==> config.mk <==
export PLATFORM = sky130hd
export DESIGN_NAME = load_store_unit
export DESIGN_NICKNAME = d
export VERILOG_FILES = /design/src/rtl/riscv_pkg.sv /design/src/rtl/lsu_byte_lane.sv /design/src/rtl/load_store_unit.sv
export SDC_FILE = /design/constraint.sdc
export NUM_CORES = 1
export LEC_CHECK = 0
export BUFFER_PORTS_ARGS = -buffer_cell sky130_fd_sc_hd__buf_2
export CAP_MARGIN = 20
export CORE_AREA = 10 10 137 139
export DETAILED_ROUTE_END_ITERATION = 16
export DIE_AREA = 0 0 147 149
export GPL_TIMING_DRIVEN = 0
export PLACE_DENSITY = 0.86
export SETUP_SLACK_MARGIN = 0.15
export SLEW_MARGIN = 20
export SYNTH_ARGS = -nofsm -noshare
export SYNTH_HDL_FRONTEND = slang
export SYNTH_HIERARCHICAL = 1
export SYNTH_SLANG_ARGS = --single-unit
==> constraint.sdc <==
create_clock -name clk -period 10.1 [get_ports clk]
set_input_delay 0.505 -clock clk [delete_from_list [all_inputs] [get_ports clk]]
set_output_delay 0.505 -clock clk [all_outputs]
set_load 0.005 [all_outputs]
==> src/rtl/riscv_pkg.sv <==
`default_nettype none
// ============================================================================
// Module   : riscv_pkg
// Brief    : Shared funct3 codes, LSU state encoding and access-check helper.
// Revision : 1.0 - initial release
// ============================================================================
package riscv_pkg;

    localparam int       c_xlen  = 32;

    localparam logic [2:0] c_f3_b  = 3'b000;
    localparam logic [2:0] c_f3_h  = 3'b001;
    localparam logic [2:0] c_f3_w  = 3'b010;
    localparam logic [2:0] c_f3_bu = 3'b100;
    localparam logic [2:0] c_f3_hu = 3'b101;

    typedef enum logic [2:0] {
        IDLE     = 3'd0,
        LOAD     = 3'd1,
        RMW_READ = 3'd2,
        WRITE    = 3'd3,
        RESP     = 3'd4
    } lsu_state_t;

    // Illegal funct3 or a halfword/word access not on its natural boundary.
    function automatic logic access_error(input logic       is_store,
                                          input logic [2:0] funct3,
                                          input logic [1:0] byte_off);
        logic w_illegal;
        logic w_misaligned;
        w_illegal    = is_store ? (funct3 > c_f3_w)
                                : (funct3 == 3'b011 || funct3[2:1] == 2'b11);
        w_misaligned = (funct3[1:0] == 2'b01 && byte_off[0]) ||
                       (funct3[1:0] == 2'b10 && byte_off != 2'b00);
        return w_illegal || w_misaligned;
    endfunction

endpackage
`default_nettype wire

==> src/rtl/lsu_byte_lane.sv <==
`default_nettype none
// ============================================================================
// Module   : lsu_byte_lane
// Brief    : Load lane extraction/extension and store lane merge (combinational).
// Revision : 1.0 - initial release
// ============================================================================
module lsu_byte_lane
    import riscv_pkg::*;
(
    input  logic [2:0]        i_funct3,
    input  logic [1:0]        i_byte_off,
    input  logic [c_xlen-1:0] i_rd_word,
    input  logic [c_xlen-1:0] i_merge_word,
    input  logic [c_xlen-1:0] i_wdata,
    output logic [c_xlen-1:0] o_load_data,
    output logic [c_xlen-1:0] o_merge_data
);

    logic [4:0]  w_byte_sh;
    logic [4:0]  w_half_sh;
    logic [7:0]  w_byte;
    logic [15:0] w_half;

    assign w_byte_sh = {i_byte_off, 3'b000};
    assign w_half_sh = {i_byte_off[1], 4'b0000};
    assign w_byte    = i_rd_word[w_byte_sh +: 8];
    assign w_half    = i_rd_word[w_half_sh +: 16];

    always_comb begin
        o_load_data = '0;
        case (i_funct3)
            c_f3_b:  o_load_data = {{24{w_byte[7]}}, w_byte};
            c_f3_h:  o_load_data = {{16{w_half[15]}}, w_half};
            c_f3_w:  o_load_data = i_rd_word;
            c_f3_bu: o_load_data = {24'd0, w_byte};
            c_f3_hu: o_load_data = {16'd0, w_half};
            default: o_load_data = '0;
        endcase
    end

    always_comb begin
        o_merge_data = i_merge_word;
        case (i_funct3)
            c_f3_b:  o_merge_data[w_byte_sh +: 8]  = i_wdata[7:0];
            c_f3_h:  o_merge_data[w_half_sh +: 16] = i_wdata[15:0];
            c_f3_w:  o_merge_data = i_wdata;
            default: o_merge_data = i_merge_word;
        endcase
    end

endmodule
`default_nettype wire

==> src/rtl/load_store_unit.sv <==
`default_nettype none
// ============================================================================
// Module   : load_store_unit
// Brief    : RV32 load/store unit; byte/half stores via read-modify-write.
// Revision : 1.0 - initial release
// ============================================================================
module load_store_unit
    import riscv_pkg::*;
#(
    parameter int DATA_WIDTH = 32,
    parameter int ADDR_WIDTH = 32
) (
    input  logic                  clk,
    input  logic                  rst,
    input  logic                  req_valid,
    output logic                  req_ready,
    input  logic                  req_store,
    input  logic [2:0]            req_funct3,
    input  logic [ADDR_WIDTH-1:0] req_addr,
    input  logic [DATA_WIDTH-1:0] req_wdata,
    output logic                  resp_valid,
    input  logic                  resp_ready,
    output logic [DATA_WIDTH-1:0] resp_rdata,
    output logic                  resp_err,
    output logic [ADDR_WIDTH-1:0] mem_addr,
    output logic                  mem_wr_en,
    output logic [DATA_WIDTH-1:0] mem_wr_data,
    input  logic [DATA_WIDTH-1:0] mem_rd_data
);

    lsu_state_t            r_state;
    logic                  r_store;
    logic [2:0]            r_funct3;
    logic [ADDR_WIDTH-1:0] r_addr;
    logic [DATA_WIDTH-1:0] r_wdata;
    logic [DATA_WIDTH-1:0] r_merge;
    logic                  r_resp_valid;
    logic                  r_resp_err;
    logic [DATA_WIDTH-1:0] r_resp_rdata;

    logic                  w_accept;
    logic                  w_err;
    logic                  w_mem_phase;
    logic [DATA_WIDTH-1:0] w_load_data;
    logic [DATA_WIDTH-1:0] w_merge_data;

    assign req_ready   = (r_state == IDLE) && !rst;
    assign w_accept    = req_valid && req_ready;
    assign w_err       = access_error(req_store, req_funct3, req_addr[1:0]);
    assign w_mem_phase = (r_state == LOAD) || (r_state == RMW_READ) || (r_state == WRITE);

    // Memory-side outputs decode straight from state so reset silences them at once.
    assign mem_addr    = w_mem_phase ? {r_addr[ADDR_WIDTH-1:2], 2'b00} : '0;
    assign mem_wr_en   = (r_state == WRITE) && r_store;
    assign mem_wr_data = mem_wr_en ? w_merge_data : '0;

    assign resp_valid  = r_resp_valid;
    assign resp_err    = r_resp_err;
    assign resp_rdata  = r_resp_rdata;

    lsu_byte_lane u_byte_lane (
        .i_funct3     (r_funct3),
        .i_byte_off   (r_addr[1:0]),
        .i_rd_word    (mem_rd_data),
        .i_merge_word (r_merge),
        .i_wdata      (r_wdata),
        .o_load_data  (w_load_data),
        .o_merge_data (w_merge_data)
    );

    always_ff @(posedge clk or posedge rst) begin
        if (rst) begin
            r_state      <= IDLE;
            r_store      <= 1'b0;
            r_funct3     <= '0;
            r_addr       <= '0;
            r_wdata      <= '0;
            r_merge      <= '0;
            r_resp_valid <= 1'b0;
            r_resp_err   <= 1'b0;
            r_resp_rdata <= '0;
        end else begin
            case (r_state)
                IDLE: begin
                    if (w_accept) begin
                        r_store      <= req_store;
                        r_funct3     <= req_funct3;
                        r_addr       <= req_addr;
                        r_wdata      <= req_wdata;
                        r_resp_rdata <= '0;
                        r_resp_err   <= w_err;
                        if (w_err) begin
                            r_resp_valid <= 1'b1;
                            r_state      <= RESP;
                        end else if (!req_store) begin
                            r_state <= LOAD;
                        end else if (req_funct3 == c_f3_w) begin
                            r_state <= WRITE;
                        end else begin
                            r_state <= RMW_READ;
                        end
                    end
                end
                LOAD: begin
                    r_resp_rdata <= w_load_data;
                    r_resp_valid <= 1'b1;
                    r_state      <= RESP;
                end
                RMW_READ: begin
                    r_merge <= mem_rd_data;
                    r_state <= WRITE;
                end
                WRITE: begin
                    r_resp_valid <= 1'b1;
                    r_state      <= RESP;
                end
                RESP: begin
                    if (resp_ready) begin
                        r_resp_valid <= 1'b0;
                        r_state      <= IDLE;
                    end
                end
                default: r_state <= IDLE;
            endcase
        end
    end

endmodule
`default_nettype wire

---- Word level (Yosys, flattened, before mapping) ----
Cells that the tools add are included.
storage, ports and cells
  register bits after elaboration ......... 137
  input bits .............................. 104
  output and inout bits ................... 100
operators by class
  add/sub/neg operators ................... 2
  $lt $le $gt $ge ......................... 1
  eq/ne operators ......................... 16
  shifts and indexed selects .............. 6
  multiplexer cells ....................... 19
  reductions and logical operators ........ 21
operator list
  cell                                                    count
  case mux 32 bit (5 select lines)                        1
  two-way mux 32 bit                                      3
  case mux 32 bit (3 select lines)                        1
  bitwise mux 32 bit                                      2
  case mux 32 bit (2 select lines)                        1
  variable shift 16 x 7 -> 32 bit (first input constant)  1
  variable shift 8 x 7 -> 32 bit (first input constant)   1
  variable part select 16 x 7 -> 32 bit                   1
  variable part select 32 x 6 -> 16 bit                   1
  variable part select 32 x 6 -> 8 bit                    1
  variable part select 8 x 7 -> 32 bit                    1
  equality test 3 x 2 -> 1 bit (second input constant)    5
  negation 5 -> 7 bit                                     2
  case mux 3 bit (4 select lines)                         1
  equality test 3 bit (second input constant)             3
  two-way mux 3 bit                                       3
  equality test 3 x 1 -> 1 bit (second input constant)    2
  zero test 3 bit                                         2
  inequality test 2 bit (second input constant)           3
  AND reduction 2 bit                                     3
  logical AND 1 bit                                       5
  logical OR 1 bit                                        5
  two-way mux 1 bit                                       5
  equality test 2 bit (second input constant)             2
  9 further kinds                                         10

---- Longest topological paths before layout ----
  depth in word-level cells ............... 7
  gate-level depth with buffers ........... 10
  mapped depth without buffers ............ 7

---- By module ----
The synthesis kept the hierarchy.
by module, submodules not included
  module           instances  cells each  area each (um^2)  sequential area each (um^2)
  load_store_unit  1          461         5761.8            3428.3
  lsu_byte_lane    1          318         2109.5            0.0

---- Worst setup path before layout ----
No wires, ideal clock.
  kind .................................... register to output
  from .................................... register r_addr[1]
  to ...................................... output port mem_wr_data[30]
  data arrival time ....................... 2.407 ns
  data required time ...................... 9.595 ns
  path slack .............................. 7.188 ns
  cell stages (with the launch flop) ...... 11
  path buffers ............................ 3
  cells stage by stage .................... dfrtp_1 buf_2 inv_1 clkbuf_1 ha_1 nor4bb_1 clkbuf_1 a21oi_1 o311ai_0 o21a_1 and2_1
on the way
  cells in the longest elaborated chain, start to end .. 5
  elaborated cells on any way between the ends .. 10
  classes of those cells .................. add/sub (2); shift (4); mux (4)
RTL lines
  item                                                           RTL line                                  text
  start: declaration                                             load_store_unit.sv:34                     logic [ADDR_WIDTH-1:0] r_addr;
  start signal: assignment                                       load_store_unit.sv:88                     r_addr <= req_addr;
  negation 5 -> 7 bit, on equally long branches                  lsu_byte_lane.sv:45, lsu_byte_lane.sv:44
  variable part select 16 x 7 -> 32 bit (tied with other cells)  lsu_byte_lane.sv:45                       c_f3_h: o_merge_data[w_half_sh +: 16] = i_wdata[15:0];
  bitwise mux 32 bit, on equally long branches                   lsu_byte_lane.sv:45, lsu_byte_lane.sv:44
  case mux 32 bit (3 select lines) *                             lsu_byte_lane.sv:43                       case (i_funct3)
  named net w_merge_data[30]                                     load_store_unit.sv:45                     logic [DATA_WIDTH-1:0] w_merge_data;
  two-way mux 32 bit *                                           load_store_unit.sv:55                     assign mem_wr_data = mem_wr_en ? w_merge_data : '0;
  end: declaration                                               load_store_unit.sv:27                     output logic [DATA_WIDTH-1:0] mem_wr_data,
The timed path passes the listed nets; every way through them passes the cells marked *.

---- Final worst setup path ----
Ends and elaborated chain as after synthesis.

==> results_dict.tcl <==
set metrics [dict create \
    dr_total_vias 7274 \
    power_density_nw_per_um2 321 \
    fin_area_um2 9790 \
    syn_area_um2 7870 \
    whs_ns 0.138 \
    cp-start-kind "flop" \
    avgViaCountPerCell 5.89 \
    r2r-start "r_addr[1]" \
    ir_drop_mv 0.211 \
    fp.dieW_um 147 \
    max_freq_mhz 246 \
    start_util_pct 48.7 \
    worst_slew_pin_slew_ns 0.848 \
    cts-resized-gates 0 \
    cts_root_buffer "clkbuf_16" \
    dieArea_um2 21900 \
    hold_class "in -> async" \
    critPathMaxFanout 12 \
    rows 47 \
    post_cts_buffers 0 \
    grt_pass1_vias 7414 \
    wl_per_cell_um 21.8 \
    antenna_cells 0 \
    ios 204 \
    cp.required_ns 9.60 \
    tns_ns 0 \
    setup_viol 0 \
    max_cap_viol_count 0 \
    maxSlewHeadroom_pct 43.3 \
    avgSynthCellArea_um2 10.1 \
    firstDrtPassIters 7 \
    dp_hpwl_mm 20.2 \
    clockBufferDepth 2 \
    synthCells 779 \
    fin_nets 1110 \
    area_growth_pct 24.4 \
    p_total_mw 3.15 \
    status "complete, no violations" \
    drive_gt1_share_pct 34.9 \
    synth-edff-count 0 \
    synthFlopType "dfrtp_1" \
    drt_iter0_drc 738 \
    ctsHoldBuffers 0 \
    antenna_left 0 \
    tritoncts "built" \
    cts.clk_slew.worst_paths_ns 0.06 \
    synth.distinct_cells 62 \
    maxSlewViolCount 0 \
    yosysWarnings 6 \
    grt_pass1_wl_mm 41.9 \
    rrSetupSlack_ns 7.78 \
    clock_latency_ns 0.43 \
    clkSinkCount 137 \
    grtUsageTotal_pct 24.1 \
    drc_errors 0 \
    grt-ovfl-total 0 \
    ys_async_sr_fraction_pct 100 \
    final_util_pct 60.5 \
    finalClockSkew_ns 0.0108 \
    die_h_um 149 \
    rsz0062_at_grt "no" \
    yosysSeqAreaShare_pct 43.6 \
    arrival_ns 3.56 \
    finalHoldViolations 0 \
    place_area_um2 9190 \
    finalCritPeriodShare_pct 40.2 \
    ff2ff_path_depth 7 \
    fillers 1343 \
    r2r_end "resp_rdata[5]" \
    grt_max_degree 72 \
    htreeDepth 4 \
    antenna_found_initial 0 \
    min_period_ns 4.06 \
    ys_seq_elements 137 \
    p_leak_nw 4.69 \
    port_buffers 201 \
    design.core.area_um2 16200 \
    critPathKind "reg -> out" \
    wl_mm 27.0 \
    cts_made_buffers 17 \
    cp-end-kind "primary output" \
    gp_congestion 1.00 \
]
==> where the power goes <==
part | total (mW) | switching [mW] | leakage (nW) | internal (mW)
combinational | 1.44 | 0.775 | 2.70 | 0.666
sequential | 1.06 | 0.250 | 1.69 | 0.812
clock | 0.643 | 0.236 | 0.296 | 0.408
==> how the worst max path moves through the flow <==
stage               from               to  cells past startpoint
2_1_floorplan        rst        r_addr[0]                      1
3_3_place_gp         rst   resp_rdata[11]                      2
3_5_place_dp   r_addr[1]  mem_wr_data[30]                     11
4_1_cts        r_addr[1]  mem_wr_data[30]                     11
5_1_grt        r_addr[1]  mem_wr_data[30]                     11
6_report       r_addr[1]  mem_wr_data[30]                     11
==> critical path, cell delays in order, from the launching register on <==
cell and delay (ns):
dfrtp_1 0.43, buf_2 0.21, inv_1 0.11, clkbuf_1 0.48, ha_1 0.39, nor4bb_1 0.28, clkbuf_1 0.35, a21oi_1 0.11
o311ai_0 0.31, o21a_1 0.22, and2_1 0.12, buf_2 0.11
==> cells in the mapped netlist, types with 12 or more instances <==
library cell  number  area (um^2)
clkbuf_1          37          139
and2_1            63          394
a21oi_1           30          150
buf_2             16         80.1
dfrtp_1          137         3430
a21o_1            26          195
mux2_1            28          315
o21ai_0           57          285
a221o_1           15          150
nor2b_1           16          100
nor2_1            37          139
a31oi_1           12         75.1
mux2_2            76          856
nand2_1           76          285
==> stage by stage <==
| step | cells | setup slack (ns) |
|---|---|---|
| after floorplan | 780 | 5.93 |
| after global placement | 1201 | 4.42 |
| after detailed placement | 1202 | 6.53 |
| after CTS | 1234 | 6.07 |
| after global routing | 1234 | 5.74 |
| final | 1234 | 6.04 |
==> final cells by class <==
type	count	area [um^2]	share of cell area, %
Clock buffer	25	485	4.96
Clock inverter	7	114	1.16
Multi-Input combinational cell	570	4090	41.7
Inverter	7	33.8	0.345
Tap cell	220	275	2.81
Buffer	66	335	3.42
Timing Repair Buffer	202	1030	10.6
Sequential cell	137	3430	35.0
==> state kept, by name, summed over array words and instances (netlist names) <==
register and flops:
resp_rdata 32, r_store 1, resp_valid 1, resp_err 1
r_funct3 3, r_wdata 32, r_merge 32, r_state 3
r_addr 32
==> kinds of logic (layout without fill, tap and decap cells) <==
group,Yosys count,after routing,share of synthesized area (%)
fa+ha+maj,5,5,0.795
compound gates,212,212,18.7
other cells,1,2,0.0476
simple gates,235,235,15.6
buf+inv,73,307,4.59
mux,116,116,16.7
flops,137,137,43.6
==> cell usage in the layout, fill, tap and decap left out, drive strengths merged, types with 10 or more instances in the layout <==
cell,instances
mux2i,10
buf,231
nor2b,16
nor2,38
and2,63
nand2,76
o21ai,57
clkbuf,62
dfrtp,137
a221o,15
mux2,104
a31oi,12
or2,10
a21oi,30
a21o,26
==> routing by layer <==
metal / part of all wire [%] / vias to the layer above / global-route usage, %
met5: 0 / - / 0
met4: 4.0 / 0 / 11.1
met3: 11 / 86 / 8.34
met2: 47 / 434 / 38.8
met1: 39 / 3497 / 28.6
li1: - / 3257 / -
Power figures use the tool's default switching activity.
